$ cat config.mk
export PLATFORM = sky130hd
export DESIGN_NAME = pipe_csel_addsub
export DESIGN_NICKNAME = d
export VERILOG_FILES = /design/src/rtl/pipe_csel_addsub_pkg.sv /design/src/rtl/pipe_csel_addsub_csel_block.sv /design/src/rtl/pipe_csel_addsub.sv
export SDC_FILE = /design/constraint.sdc
export NUM_CORES = 1
export LEC_CHECK = 0
export CAP_MARGIN = 0
export CORE_MARGIN = 1
export CORE_UTILIZATION = 50
export CTS_BUF_LIST = sky130_fd_sc_hd__clkbuf_4
export DETAILED_ROUTE_END_ITERATION = 6
export PLACE_DENSITY = 0.8
export SYNTH_ARGS = -nofsm -noshare
export SYNTH_HDL_FRONTEND = slang
export SYNTH_SLANG_ARGS = --single-unit
$ cat constraint.sdc
create_clock -name clk -period 10.6 [get_ports clk]
set_input_delay 1.59 -clock clk [delete_from_list [all_inputs] [get_ports clk]]
set_output_delay 1.59 -clock clk [all_outputs]
set_load 0.005 [all_outputs]
$ cat src/rtl/pipe_csel_addsub_pkg.sv
// Shared defaults and helpers for the pipelined carry-select adder/subtractor.
package pipe_csel_addsub_pkg;

    localparam int DEF_WIDTH  = 32;
    localparam int DEF_BLK    = 4;
    localparam int DEF_STAGES = 2;

    function automatic int stage_bits(input int width, input int stages);
        return width / stages;
    endfunction

endpackage

$ cat src/rtl/pipe_csel_addsub_csel_block.sv
// BLK-wide carry-select cell: two ripple chains (carry-in 0 and 1), output picked by the real carry.
module csel_block
    import pipe_csel_addsub_pkg::*;
#(
    parameter int BLK = DEF_BLK
) (
    input  logic [BLK-1:0] a_i,
    input  logic [BLK-1:0] b_i,
    input  logic           c_i,
    output logic [BLK-1:0] s_o,
    output logic           c_o
);

    logic [BLK-1:0] s0, s1;
    logic [BLK:0]   r0, r1;

    always_comb begin
        s0    = '0;
        s1    = '0;
        r0    = '0;
        r1    = '0;
        r1[0] = 1'b1;
        for (int i = 0; i < BLK; i++) begin
            s0[i]   = a_i[i] ^ b_i[i] ^ r0[i];
            r0[i+1] = (a_i[i] & b_i[i]) | (r0[i] & (a_i[i] ^ b_i[i]));
            s1[i]   = a_i[i] ^ b_i[i] ^ r1[i];
            r1[i+1] = (a_i[i] & b_i[i]) | (r1[i] & (a_i[i] ^ b_i[i]));
        end
    end

    assign s_o = c_i ? s1 : s0;
    assign c_o = c_i ? r1[BLK] : r0[BLK];

endmodule

$ cat src/rtl/pipe_csel_addsub.sv
// Pipelined add/subtract: each stage resolves WIDTH/STAGES bits with carry-select blocks,
// registering its carry plus the untouched upper operands and finished lower sum bits.
module pipe_csel_addsub
    import pipe_csel_addsub_pkg::*;
#(
    parameter int WIDTH  = DEF_WIDTH,
    parameter int BLK    = DEF_BLK,
    parameter int STAGES = DEF_STAGES
) (
    input  logic             clk,
    input  logic             reset,
    input  logic             in_valid,
    output logic             in_ready,
    input  logic [WIDTH-1:0] a,
    input  logic [WIDTH-1:0] b,
    input  logic             cin,
    input  logic             sub,
    output logic             out_valid,
    input  logic             out_ready,
    output logic [WIDTH-1:0] sum,
    output logic             cout,
    output logic             ovf
);

    localparam int SW   = stage_bits(WIDTH, STAGES);
    localparam int NBLK = SW / BLK;

    // One global enable: every stage advances together or the whole pipe holds.
    assign in_ready = !out_valid || out_ready;

    for (genvar k = 0; k < STAGES; k++) begin : g_stg
        localparam int LO = k * SW;
        localparam int UW = WIDTH - LO;

        logic [UW-1:0]    a_in, b_in;
        logic             c_in, v_in;
        logic [SW-1:0]    s_slice;
        logic [NBLK:0]    cy;
        logic [LO+SW-1:0] s_d, s_q;
        logic             v_q, c_q;

        if (k == 0) begin : g_src
            assign a_in = a;
            assign b_in = b ^ {WIDTH{sub}};
            assign c_in = sub | cin;
            assign v_in = in_valid;
            assign s_d  = s_slice;
        end else begin : g_src
            assign a_in = g_stg[k-1].g_up.a_q;
            assign b_in = g_stg[k-1].g_up.b_q;
            assign c_in = g_stg[k-1].c_q;
            assign v_in = g_stg[k-1].v_q;
            assign s_d  = {s_slice, g_stg[k-1].s_q};
        end

        assign cy[0] = c_in;

        for (genvar j = 0; j < NBLK; j++) begin : g_blk
            csel_block #(.BLK(BLK)) u_blk (
                .a_i (a_in[j*BLK +: BLK]),
                .b_i (b_in[j*BLK +: BLK]),
                .c_i (cy[j]),
                .s_o (s_slice[j*BLK +: BLK]),
                .c_o (cy[j+1])
            );
        end

        always_ff @(posedge clk or posedge reset) begin
            if (reset) begin
                v_q <= 1'b0;
                c_q <= 1'b0;
                s_q <= '0;
            end else if (in_ready) begin
                v_q <= v_in;
                c_q <= cy[NBLK];
                s_q <= s_d;
            end
        end

        if (k < STAGES - 1) begin : g_up
            logic [UW-SW-1:0] a_q, b_q;

            always_ff @(posedge clk or posedge reset) begin
                if (reset) begin
                    a_q <= '0;
                    b_q <= '0;
                end else if (in_ready) begin
                    a_q <= a_in[UW-1:SW];
                    b_q <= b_in[UW-1:SW];
                end
            end
        end else begin : g_last
            logic ovf_d, ovf_q;

            // Carry into the MSB is recovered from that bit's own sum: a ^ b ^ s.
            assign ovf_d = a_in[UW-1] ^ b_in[UW-1] ^ s_slice[SW-1] ^ cy[NBLK];

            always_ff @(posedge clk or posedge reset) begin
                if (reset)         ovf_q <= 1'b0;
                else if (in_ready) ovf_q <= ovf_d;
            end
        end
    end

    assign out_valid = g_stg[STAGES-1].v_q;
    assign sum       = g_stg[STAGES-1].s_q;
    assign cout      = g_stg[STAGES-1].c_q;
    assign ovf       = g_stg[STAGES-1].g_last.ovf_q;

endmodule
# Word-level counts from Yosys, hierarchy flattened
# Cells that the tools add are included.
# word_totals
regBits	85
latch_bits	0
mem_bits_rw	0
romBits	0
input_bits	70
output_inout_bits	36
wordCells	255
n_memories	0
# classes
add_sub_neg	0
multipliers	0
n_div	0
magnitude_cmp	0
eq_ne	0
shifts	0
n_mux	16
bitwise_logic	228
reduce_logical	2
# op_table
op	count
$xor A1 B1 Y1	82
$and A1 B1 Y1	80
$or A1 B1 Y1	57
$mux W4	8
$xor A32 B32 Y32	1
$mux W1	8
$not A1 Y1	8
$logic_not A1 Y1	1
$logic_or A1 B1 Y1	1

# Depth between registers and ports, before layout
# Gate-level depths: netlist (run 1).
# logic_depth
depth_word	14
depth_mapped	27
ltp_nobuf	27

# Cells and area by module
# From an unflattened synthesis (run 1), not the netlist that was laid out.
# unflattened
hier_cells	392
area_unflattened_um2	4782.1
# by_module_without_submodules
module	n_inst	cells_each	area_per_inst_um2	seq_area_each_um2
pipe_csel_addsub	1	240	3611.0	2127.0
csel_block at g_stg[0].g_blk[0].u_blk ...	4	19	148.9	0.0
csel_block at g_stg[1].g_blk[0].u_blk ...	4	19	143.9	0.0

# Least setup slack after synthesis (run 1)
# No wires, ideal clock.
# synth_timing
path_kind	input-to-reg
startpoint	input sub
endpoint	register g_stg[0].s_q[15]
setup_time_ns	0.125
t_arrival_ns	7.787
required_time_ns	10.475
path_slack_ns	2.689
cell_stages	27
path_buffers	2
cell_sequence	buf_2 > buf_2 > xor2_1 > inv_1 > ha_1 > o21ai_0 > o31ai_1 > fa_1 > fa_1 > inv_1 > fa_1 > mux2i_1 > fa_1 > fa_1 > fa_1 > nand2_1 > o21ai_0 > fa_1 > fa_1 > fa_1 > nor2_1 > a21oi_1 > fa_1 > fa_1 > inv_1 > fa_1 > mux2_2
# synth_via
elab_chain_len	13
word_cells_on_any_way	87
cone_classes	mux (4); bitwise (83)
# synth_rtl
element	line	rtl
start: declaration	pipe_csel_addsub.sv:17	input logic sub,
$xor A32 B32 Y32	pipe_csel_addsub.sv:44	assign b_in = b ^ {WIDTH{sub}};
$and A1 B1 Y1 or $xor A1 B1 Y1 (tied branches)	n/a	
$or A1 B1 Y1	pipe_csel_addsub_csel_block.sv:27	r1[i+1] = (a_i[i] & b_i[i]) | (r1[i] & (a_i[i] ^ b_i[i]));
$and A1 B1 Y1	pipe_csel_addsub_csel_block.sv:27	
$or A1 B1 Y1	pipe_csel_addsub_csel_block.sv:27	
$and A1 B1 Y1	pipe_csel_addsub_csel_block.sv:27	
$or A1 B1 Y1	pipe_csel_addsub_csel_block.sv:27	
$and A1 B1 Y1	pipe_csel_addsub_csel_block.sv:27	
$or A1 B1 Y1	pipe_csel_addsub_csel_block.sv:27	
$mux W1 (3 in series)	pipe_csel_addsub_csel_block.sv:32	assign c_o = c_i ? r1[BLK] : r0[BLK];
$mux W4 *	pipe_csel_addsub_csel_block.sv:31	assign s_o = c_i ? s1 : s0;
named net g_stg[0].g_blk[3].u_blk.s_o[3]	pipe_csel_addsub_csel_block.sv:10	output logic [BLK-1:0] s_o,
end signal: assignment	pipe_csel_addsub.sv:72	s_q <= '0;
end signal: assignment	pipe_csel_addsub.sv:76	s_q <= s_d;
end: declaration	pipe_csel_addsub.sv:39	logic [LO+SW-1:0] s_d, s_q;
# Mark *: on every way through the listed nets, which the timed path passes. The rest lies on a longest branch.
# A chain may end at the register's enable or synchronous reset.

# Worst setup path in the final report (run 1)
# Ends and elaborated chain as after synthesis.

==> results by group, run 1 <==
CTS
  – TritonCTS Buffers: 9
  – Root Buffer: clkbuf_4
  – Clock slew at reported path FFs: 0.12 ns
  – CTS tree: yes
  – Setup bufs post-CTS: 0
  – Max clock buf depth: 2
  – Clock Sink Count: 85
  – # H-tree levels: 3
  – CTS resizes: 0
  – Hold buffer count at CTS: 0
  – Worst-Skew Late Latency: 0.41 ns

Logic synthesis
  – Cells after synthesis: 338
  – Largest cells by area after synthesis: dfrtp_1 (47%), fa_1 (11%), mux2_2 (10%), mux2_4 (6.6%), ha_1 (4.4%)
  – Synthesis-stage register bit count: 85
  – Synth Area per Inst: 13.50 µm²
  – EDFF count, synth: 0
  – Yosys top cell area share: 46.63%
  – Sequential fraction of the synthesis area: 46.63%
  – Post-synth cell types: 24
  – Asr flop ratio synth: 100.0%
  – Syn Nets: 448
  – Synth area leader: dfrtp_1
  – Synth Cell Area: 4562 µm²
  – Synth Warn #: 0
  – Dominant synthesized flop cell: dfrtp_1

Setup path
  – Crit-path max FO: 36
  – CP arrival: 8.32 ns
  – Critical path class: primary input to flip-flop
  – CP Capture Type: flip-flop
  – Worst setup SP type: primary input
  – Critical Path RT: 10.91 ns

Final layout
  – Most frequent cells in the layout: clkdlybuf4s50_1 (104), dfrtp_1 (85), mux2_2 (42)
  – Layout cells sized above 1: 18.47%
  – Commonest non-fill, non-tap cell in the layout: clkdlybuf4s50_1
  – Fin cells: 552
  – NumNets Final: 551
  – # fillers: 697
  – Layout area overhead: 26.60%
  – Antenna diodes: 0

Detailed routing
  – Drt drc: 0
  – Routed length per placed instance: 15.25 µm
  – Final WL: 8417 µm
  – Avg Vias per Cell: 5.000
  – Starting DRT DRC Count: 47
  – Total number of vias: 2760
  – Detail Route Antenna Nets: 0
  – First-pass DRT Iterations: 4

Place
  – RD Place Congestion: 0.7522
  – PortBufs: 105
  – DP HPWL: 5992 µm
  – # placed instances: 538

Global routing
  – Vias in the first global route: 2951
  – First-pass GRT wire length: 14630 µm
  – Grt total ovfl: 0
  – Initial antenna violation count: 0
  – GRT Util Overall: 19.79%
  – Largest net degree at the start of global routing: 86

Floorplanning
  – Std cell rows: 34
  – Die area: 9510 µm²
  – Die X: 97.52 µm
  – Initial Util: 52.06%
  – Io pins: 106
  – CORE AREA: 8763 µm²
  – Die H: 97.52 µm

Pwr
  – Switch share: 28.49%
  – Overall power after layout: 1.060 mW
  – Combinational share of power: 38.3%
  – Worst vdd ir: 0.08436 mV
  – Switch Pwr: 0.3019 mW
  – Clock power share: 16.5%
  – Internal power: 0.7578 mW
  – Pwr per Cell Area: 183.5 nW/µm²
  – Sequential power share: 45.2%
  – LEAKAGE: 2.611 nW

STA
  – Clk_skew: 0.006280 ns
  – Max Freq: 0.1248 GHz
  – RSZ-0062 raised after global routing: false
  – Slew headroom: 20.98%
  – Crit path time final: 8.015 ns
  – Final hold viol count: 0
  – Post-Route Setup TNS: 0 ns
  – Max Transition Viols Final: 0
  – Count of final setup violators: 0
  – Tcrit/Tclk final: 75.61%
  – Worst-margin pin slew: 1.185 ns

Run
  – Max_cap viols: 0

Outcome
  – Status: completed

Min path
  – Worst Hold Class: flip-flop to flip-flop
-- layout make-up --
type,count,area [µm²],area share [%]
inverter,41,155.1,2.686
clock inverter,3,38.79,0.6716
multi-input combinational,196,2168,37.54
sequential,85,2127,36.83
tap,108,135.1,2.340
clock buffer,11,82.58,1.430
timing repair buffer,108,1069,18.50
-- synth_stat cells (2+ instances only) --
library cell,n
ha_1,16
mux2i_1,10
dfrtp_1,85
mux2_2,42
a21oi_1,15
fa_1,24
clkbuf_1,2
nor3b_1,12
buf_6,4
xnor2_1,21
buf_2,6
o21ai_0,5
xor2_1,19
buf_4,4
nand2_1,3
mux2_4,20
inv_1,41
nor2_1,3
-- flip-flops by register name, indices dropped and copies added (netlist names) --
| name | count |
|---|---|
| ovf | 1 |
| g_stg.g_up.a_q | 16 |
| g_stg.v_q | 1 |
| g_stg.s_q | 16 |
| g_stg.g_up.b_q | 16 |
| g_stg.c_q | 1 |
| cout | 1 |
| sum | 32 |
| out_valid | 1 |
-- layer usage --
| layer | GRT usage [%] | up-vias | wire length [µm] |
|---|---|---|---|
| met1 | 25.84 | 1395 | 3650 |
| met3 | 3.957 | 12 | 305 |
| met5 | 0 | - | 0 |
| met4 | 8.258 | 0 | 147 |
| met2 | 32.28 | 59 | 4314 |
| li1 | - | 1294 | - |
-- critical path, stage by stage --
cell and delay, ns:
buf_2 0.07, buf_4 0.46, xor2_1 0.26, inv_1 0.07
ha_1 0.17, o21ai_0 0.07, o31ai_1 0.11, fa_1 0.40
fa_1 0.36, inv_1 0.07, fa_1 0.21, mux2i_1 0.11
fa_1 0.42, fa_1 0.41, fa_1 0.43, nand2_1 0.07
o21ai_0 0.10, fa_1 0.39, fa_1 0.39, fa_1 0.43
nor2_1 0.11, a21oi_1 0.07, fa_1 0.39, fa_1 0.39
inv_1 0.08, fa_1 0.40, mux2_2 0.27
-- through the flow --
stage	util, %	setup WS [ns]	area (µm²)	hold slack (ns)
after CTS	65.91	2.583	5776	0.4900
after floorplan	-	2.689	4562	0.4305
final	65.91	2.585	5776	0.4842
after global placement	64.52	2.333	5654	0.4480
after detailed placement	64.52	2.142	5654	0.4612
after global routing	65.91	2.299	5776	0.5270
-- power by group through the flow --
stage	registers, mW	clock network [mW]	logic [mW]
after detailed placement	0.488	0	0.411
after floorplan	0.482	0	0.213
after global routing	0.497	0.196	0.448
after global placement	0.483	0	0.398
final	0.479	0.174	0.406
after CTS	0.481	0.181	0.414
-- final timing paths --
kind                                      start              endpoint  slack, ns  cells past startpoint
max                                         sub      g_stg[0].s_q[15]       2.59                     27
min                                g_stg[0].v_q             out_valid       0.48                      1
max reg2reg                g_stg[0].g_up.a_q[0]               sum[31]       4.54                     23
min reg2reg                        g_stg[0].v_q             out_valid       0.48                      1
max in group asynchronous                 reset      g_stg[0].s_q[10]       8.11                      3
min in group asynchronous                 reset  g_stg[0].g_up.a_q[5]       1.83                      3
-- cells by family after synthesis --
| group | after synthesis | synth area share, % |
|---|---|---|
| xor gates and xnor gates | 40 | 7.680 |
| buffers and inverters | 57 | 5.842 |
| adders and majority gates | 40 | 14.92 |
| DFF | 85 | 46.63 |
| and+or+nand+nor | 22 | 3.237 |
| AOI/OAI and AO/OA | 22 | 2.551 |
| muxes | 72 | 19.14 |
(Power assumes the default switching activity.)
==> run 2: changes to the inputs <==
==> constraint.sdc (replaced) <==
create_clock -name clk -period 7.8 [get_ports clk]
set_input_delay 1.17 -clock clk [delete_from_list [all_inputs] [get_ports clk]]
set_output_delay 1.17 -clock clk [all_outputs]
set_load 0.005 [all_outputs]
==> results by group, run 2 (synthesis gave the netlist of run 1 again) <==
STA
  – Final worst slack: 0.3794 ns
  – Final hold viol count: 0
  – Clk_skew: 0.01932 ns
  – Post-Route Setup TNS: 0 ns
  – WHS: 0.4817 ns
  – Max Transition Viols Final: 0
  – Slew headroom: 19.89%
  – Tcrit/Tclk final: 95.14%
  – RSZ-0062 raised after global routing: false
  – Worst-margin pin slew: 1.202 ns
  – Max Freq: 0.1348 GHz
  – Crit path time final: 7.421 ns
  – Count of final setup violators: 0

Final layout
  – Max reg flops: 32
  – Layout cells sized above 1: 18.83%
  – Register area: 2127 µm²
  – # fillers: 667
  – Layout area overhead: 26.36%
  – Most frequent cells in the layout: clkdlybuf4s50_1 (104), dfrtp_1 (85), mux2_2 (42)
  – Multi-input gate area: 2168 µm²
  – Antenna diodes: 0
  – Final Util: 65.78%
  – Fin cells: 554
  – Commonest non-fill, non-tap cell in the layout: clkdlybuf4s50_1
  – NumNets Final: 551
  – Post-route cell area: 5764 µm²

Min path
  – Worst Hold Class: flip-flop to flip-flop
  – Hold path endpoint: out_valid
  – Hold Path Origin: g_stg[0].v_q
  – Worst Hold Path Cells: 1

Detailed routing
  – First-pass DRT Iterations: 4
  – Routed length per placed instance: 14.67 µm
  – Starting DRT DRC Count: 50
  – Detail Route Antenna Nets: 0
  – Drt drc: 0
  – Total number of vias: 2743
  – Avg Vias per Cell: 4.951
  – Final WL: 8127 µm

Place
  – RD Place Congestion: 0.7346
  – Placed Area: 5654 µm²
  – # placed instances: 538
  – Pre-CTS WS: -0.03726 ns
  – PortBufs: 105
  – DP HPWL: 5816 µm

Floorplanning
  – Die X: 97.52 µm
  – Die area: 9510 µm²
  – Std cell rows: 34
  – Die H: 97.52 µm
  – Io pins: 106
  – CORE AREA: 8763 µm²
  – Initial Util: 52.06%

Pwr
  – Pwr per Cell Area: 244.8 nW/µm²
  – Overall power after layout: 1.411 mW
  – Worst vdd ir: 0.1579 mV
  – LEAKAGE: 2.600 nW

Global routing
  – GRT Util Overall: 18.81%
  – Initial antenna violation count: 0
  – Vias in the first global route: 2965
  – Grt total ovfl: 0
  – First-pass GRT wire length: 14030 µm
  – Largest net degree at the start of global routing: 86

CTS
  – Max clock buf depth: 2
  – CTS resizes: 0
  – TritonCTS Buffers: 9
  – Setup bufs post-CTS: 0
  – Worst-Skew Late Latency: 0.42 ns
  – CTS tree: yes
  – Clock Sink Count: 85
  – Root Buffer: clkbuf_4
  – Clock slew at reported path FFs: 0.12 ns
  – # H-tree levels: 3
  – Hold buffer count at CTS: 0

Setup path
  – Critical R2R Capture: sum[31]
  – CP startpoint: b[0]
  – Origin of the critical flop-to-flop path: g_stg[0].g_up.a_q[0]
  – Crit-path max FO: 3
  – CP Capture Type: flip-flop
  – Setup slack, reg-to-reg: 1.79 ns
  – Cells on worst reg2reg path: 23
  – Critical path class: primary input to flip-flop
  – Worst setup SP type: primary input
  – Critical Path RT: 8.10 ns
  – CP arrival: 7.73 ns

Run
  – Max_cap viols: 0

Outcome
  – Status: completed
-- run 2: cell types whose count changed in the layout (fill, tap and decap cells not counted), sizes merged --
cell      delta
bufinv       -1
clkbuf       -2
clkinv       +3
clkinvlp     +2
-- run 2: layer usage --
| metal | vias up | GRT usage [%] | routed length [µm] |
|---|---|---|---|
| met4 | 0 | 7.692 | 165 |
| met2 | 59 | 30.98 | 3996 |
| li1 | 1300 | - | - |
| met1 | 1373 | 24.63 | 3668 |
| met5 | - | 0 | 0 |
| met3 | 11 | 3.381 | 297 |
-- run 2: worst max-delay path, stage by stage --
cell and delay (ns):
clkdlybuf4s50_1 0.47, xor2_1 0.18, inv_1 0.07, ha_1 0.17
o21ai_0 0.08, o31ai_1 0.12, fa_1 0.39, fa_1 0.36
inv_1 0.07, fa_1 0.22, mux2i_1 0.11, fa_1 0.42
fa_1 0.41, fa_1 0.43, nand2_1 0.07, o21ai_0 0.10
fa_1 0.40, fa_1 0.39, fa_1 0.43, nor2_1 0.11
a21oi_1 0.06, fa_1 0.38, fa_1 0.37, inv_1 0.08
fa_1 0.40, mux2_2 0.27
-- run 2: cell type report --
type / count / area share [%]
Clock inverter: 7 / 0.7380
Timing Repair Buffer: 108 / 18.54
Sequential cell: 85 / 36.90
Inverter: 41 / 2.692
Clock buffer: 9 / 1.172
Tap cell: 108 / 2.344
Multi-Input combinational cell: 196 / 37.62
-- run 2: where the power goes --
group          switching, mW  internal [mW]
registers             0.0781          0.575
clock network          0.148         0.0633
logic                  0.193          0.353
total                  0.419          0.992
-- run 2: worst max path at each step --
stage / to / slack, ns
2_1_floorplan: g_stg[0].s_q[15] / 0.31
3_3_place_gp: g_stg[0].s_q[15] / 0.10
3_5_place_dp: g_stg[0].s_q[15] / -0.04
4_1_cts: g_stg[0].s_q[15] / 0.41
5_1_grt: g_stg[0].s_q[15] / 0.06
6_report: g_stg[0].s_q[15] / 0.38
